`src/rtl/regfile_ctrl_pkg.sv`:
```
// Shared constants and requester ids for the register-file writeback controller.
package regfile_ctrl_pkg;
  localparam int NREG = 32;
  localparam int AW   = 5;
  localparam int DW   = 32;

  // Bit position of each requester in the valid/grant vectors.
  typedef enum logic {REQ_ALU = 1'b0, REQ_LOAD = 1'b1} req_id_e;
endpackage

```
`src/rtl/regfile_wb_ctrl_rr_arb2.sv`:
```
// Two-way round-robin arbiter: on a tie, the port that did not win last time wins.
module rr_arb2
  import regfile_ctrl_pkg::*;
(
  input  logic [1:0] valid,
  input  req_id_e    last,
  output logic [1:0] gnt,
  output logic       upd
);

  // Single requester wins outright; a tie goes to the port opposite to last.
  always_comb begin
    gnt = valid;
    if (valid == 2'b11)
      gnt = (last == REQ_ALU) ? 2'b10 : 2'b01;
    upd = |gnt;
  end

endmodule

```
`src/rtl/regfile_wb_ctrl.sv`:
```
// Write-port controller and scoreboard: arbitrates ALU/load writebacks onto the
// register-file write port and stalls issue on RAW/WAW against outstanding writes.
module regfile_wb_ctrl #(
  parameter int NREG = regfile_ctrl_pkg::NREG,
  parameter int AW   = regfile_ctrl_pkg::AW,
  parameter int DW   = regfile_ctrl_pkg::DW
) (
  input  logic            i_clk,
  input  logic            i_rst,
  input  logic            i_iss_valid,
  input  logic [AW-1:0]   i_iss_rs1,
  input  logic [AW-1:0]   i_iss_rs2,
  input  logic [AW-1:0]   i_iss_rd,
  input  logic            i_iss_rd_we,
  output logic            o_iss_stall,
  input  logic            i_wba_valid,
  input  logic [AW-1:0]   i_wba_addr,
  input  logic [DW-1:0]   i_wba_data,
  input  logic            i_wbb_valid,
  input  logic [AW-1:0]   i_wbb_addr,
  input  logic [DW-1:0]   i_wbb_data,
  output logic            o_wba_ready,
  output logic            o_wbb_ready,
  output logic            o_rf_we,
  output logic [AW-1:0]   o_rf_waddr,
  output logic [DW-1:0]   o_rf_wdata,
  output logic [NREG-1:0] o_busy,
  output logic            o_err
);
  import regfile_ctrl_pkg::*;

  logic [NREG-1:0] busy, busy_nxt;
  req_id_e         last;
  logic [1:0]      gnt;
  logic            upd, xfer, accept;
  logic [AW-1:0]   sel_addr;
  logic [DW-1:0]   sel_data;

  rr_arb2 u_arb (
    .valid ({i_wbb_valid, i_wba_valid}),
    .last  (last),
    .gnt   (gnt),
    .upd   (upd)
  );

  // Hazard check against the current mask; nothing is granted or stalled in reset.
  always_comb begin
    o_iss_stall = !i_rst && i_iss_valid &&
                  (busy[i_iss_rs1] || busy[i_iss_rs2] || (i_iss_rd_we && busy[i_iss_rd]));
    accept      = !i_rst && i_iss_valid && !o_iss_stall;
    o_wba_ready = !i_rst && gnt[REQ_ALU];
    o_wbb_ready = !i_rst && gnt[REQ_LOAD];
    xfer        = !i_rst && upd;
    sel_addr    = gnt[REQ_LOAD] ? i_wbb_addr : i_wba_addr;
    sel_data    = gnt[REQ_LOAD] ? i_wbb_data : i_wba_data;
  end

  // Next mask: clear the committing register, then mark the newly issued one.
  always_comb begin
    busy_nxt = busy;
    if (o_rf_we)
      busy_nxt[o_rf_waddr] = 1'b0;
    if (accept && i_iss_rd_we && (i_iss_rd != '0))
      busy_nxt[i_iss_rd] = 1'b1;
  end

  // r0 is never tracked.
  assign o_busy = {busy[NREG-1:1], 1'b0};

  // Write stage, arbiter pointer, scoreboard and sticky error.
  always_ff @(posedge i_clk) begin
    if (i_rst) begin
      busy       <= '0;
      last       <= REQ_LOAD;
      o_rf_we    <= 1'b0;
      o_rf_waddr <= '0;
      o_rf_wdata <= '0;
      o_err      <= 1'b0;
    end else begin
      busy <= busy_nxt;
      if (o_rf_we && !busy[o_rf_waddr])
        o_err <= 1'b1;
      if (xfer) begin
        last       <= gnt[REQ_LOAD] ? REQ_LOAD : REQ_ALU;
        o_rf_we    <= (sel_addr != '0);
        o_rf_waddr <= sel_addr;
        o_rf_wdata <= sel_data;
      end else begin
        o_rf_we    <= 1'b0;
      end
    end
  end

endmodule
```
`config.mk`:
```
export PLATFORM = sky130hd
export DESIGN_NAME = regfile_wb_ctrl
export DESIGN_NICKNAME = d
export VERILOG_FILES = /design/src/rtl/regfile_ctrl_pkg.sv /design/src/rtl/regfile_wb_ctrl_rr_arb2.sv /design/src/rtl/regfile_wb_ctrl.sv
export SDC_FILE = /design/constraint.sdc
export NUM_CORES = 1
export LEC_CHECK = 0
export CORE_MARGIN = 2
export CORE_UTILIZATION = 30
export DETAILED_ROUTE_END_ITERATION = 7
export GPL_ROUTABILITY_DRIVEN = 0
export SKIP_CTS_REPAIR_TIMING = 1
export SLEW_MARGIN = 20
export SYNTH_ARGS = -nofsm -noshare
export SYNTH_HDL_FRONTEND = slang
export SYNTH_SLANG_ARGS = --single-unit
```
`constraint.sdc`:
```
create_clock -name i_clk -period 3.8 [get_ports i_clk]
set_input_delay 0.95 -clock i_clk [delete_from_list [all_inputs] [get_ports i_clk]]
set_output_delay 0.95 -clock i_clk [all_outputs]
set_load 0.05 [all_outputs]
```
==> metrics.txt <==
Clock transition at path regs 0.06 ns; post-layout minimum cycle time 3.72 ns; register area share after synthesis 29.6%; clk sink count 72; Synth Instances 570; outcome finished, final reports clean; Worst EP required 2.85 ns; Syn Area/Cell 8.56 µm²; Synthesized Nets 665; Die Width 132 µm; vias in the first global route 5117; clock skew 0.00802 ns; site row count 46; diodes inserted 0; DIE HEIGHT 132 µm; crit-path max FO 3; Via density 5.48; Pwr per Cell Area 338 nW/µm²; Leakage 2.55 nW; Post-Route Setup TNS 0 ns; I/O pin count 169; first-pass GRT wire length 28000 µm; layout cells sized above 1 12.6%; most common cell after layout, fill and taps aside clkdlybuf4s50_1; CTS Buf Count 9; crit start category primary input; First DRT Iteration DRCs 260; most frequent cells in the layout 154 x clkdlybuf4s50_1, 75 x mux2i_1, 72 x dfxtp_1; drt first pass iters 5; Worst Path Arrival 2.77 ns; mean routed wirelength per cell 19.3 µm; worst reg2reg path startpoint busy[16]$_SDFF_PP0_; Synth Register Bits 72; Final setup viols 0; antenna violations before repair 0; Max Fclk 268 MHz; WL final 17800 µm; Synth Cell Area 4880 µm²; synth-to-layout area growth 44.3%; Post-DP HPWL 12900 µm; detailed-route via count 5053; Syn. warnings 0; DRC 0; area of the core 15900 µm²; worst min-delay path category register to register; Most used DFF post-synth dfxtp_1; Crit. End Element output pin; synth unique cells 47; asr flop ratio synth 0%; Worst slew margin 48.2%; largest net degree at the start of global routing 75; RSZ-0062 raised after global routing false; Worst Path Class, Setup primary input to output pin; max-slew violations 0; total track usage 20.1%; CP startpoint i_iss_rd[4]; CTS H-tree lvls 3; Hold Fails Final Rpt 0; Initial Utilization 30.7%; final net count 796; Hold Path Origin o_err$_SDFFE_PP0P_; final core utilization 44.3%; Congestion Overflow GR 0; Final Cycle Share 98.0%; clock latency on the worst-skew pair 0.34 ns; Max Cap Violations 0; CTS tree built; clk buf depth 2; number of synthesized flops with an enable pin 0; full die area 17300 µm²; I/O Buffers 167; Slew @ Worst Pin 0.775 ns; root buf cell clkbuf_16; worst vdd ir 167 µV; Final ANT Viol Nets 0
==> metal layers <==
layer	wire length, µm	GRT usage (%)
met1	7430	25.3
met3	1820	6.10
met2	8160	32.5
met4	412	7.37
met5	0	0
==> flip-flops by register name, indices dropped and copies added (netlist names) <==
register,flops
busy,32
o_rf_wdata,32
o_rf_waddr,5
last,1
o_err,1
o_rf_we,1
==> logic make-up after synthesis <==
| logic type | synth area share, % |
|---|---|
| multiplexers | 21.3 |
| other | 0.0769 |
| buffers and inverters | 10.1 |
| AND/OR/NAND/NOR | 23.5 |
| flip-flops | 29.6 |
| AO/OA/AOI/OAI | 15.4 |
==> final cells by class <==
class | instances | area, µm²
fill | 1554 | 8850
multi-input combinational | 418 | 2980
timing repair buffer | 199 | 2020
sequential | 72 | 1440
clock buffer | 13 | 280
tap | 216 | 270
clock inverter | 3 | 46.3
inverter | 1 | 3.75
==> stage by stage <==
stage	hold WS [ns]	power [mW]	instance area [µm²]	worst slack, ns	cells
after floorplan	0.460	1.21	4880	0.365	570
after global placement	0.499	1.46	6620	-0.242	904
after detailed placement	0.513	1.46	6620	-0.304	904
after CTS	0.534	2.39	6940	-0.322	920
after global routing	0.568	2.47	7040	0.00382	922
final	0.527	2.38	7040	0.0751	922
==> report_power, final <==
group          total, mW  internal, mW  switching, mW
clock              0.924         0.583          0.341
sequential         0.829         0.794         0.0345
combinational      0.628         0.270          0.358
total               2.38          1.65          0.734
==> cell usage after synthesis, types with 4 or more instances <==
cell      instances  area (µm²)
o21ai_1          30         150
a21oi_1           6        30.0
nor2b_1          21         131
buf_6             5        56.3
mux2_2            4        45.0
nand4_1          31         194
nor3b_1           9        67.6
nor3_1            7        35.0
buf_4            34         255
mux2i_1          77         771
dfxtp_1          72        1440
a22oi_1          10        75.1
nand2_1          42         158
nand3b_1         22         165
clkbuf_1         27         101
mux4_2           10         225
nand3_1          11        55.1
a211oi_1         39         293
nand2b_1          6        37.5
buf_2            10        50.1
nor2_1           47         176
o21ai_0          18        90.1
==> worst paths after layout <==
kind                             end  slack, ns  cells after the start
setup / recovery         o_iss_stall       0.08                      8
setup reg to reg  busy[3]$_SDFF_PP0_       1.66                      7
hold / removal    o_err$_SDFFE_PP0P_       0.53                      2
hold reg to reg   o_err$_SDFFE_PP0P_       0.53                      2
==> critical path: stages <==
cell             delay (ns)
clkdlybuf4s50_1        0.45
or3_4                  0.42
o21ai_0                0.21
nor3_1                 0.07
o221a_2                0.25
nor2b_1                0.12
o21ba_2                0.15
buf_6                  0.15
No activity file was read; power rests on OpenSTA's default activity.
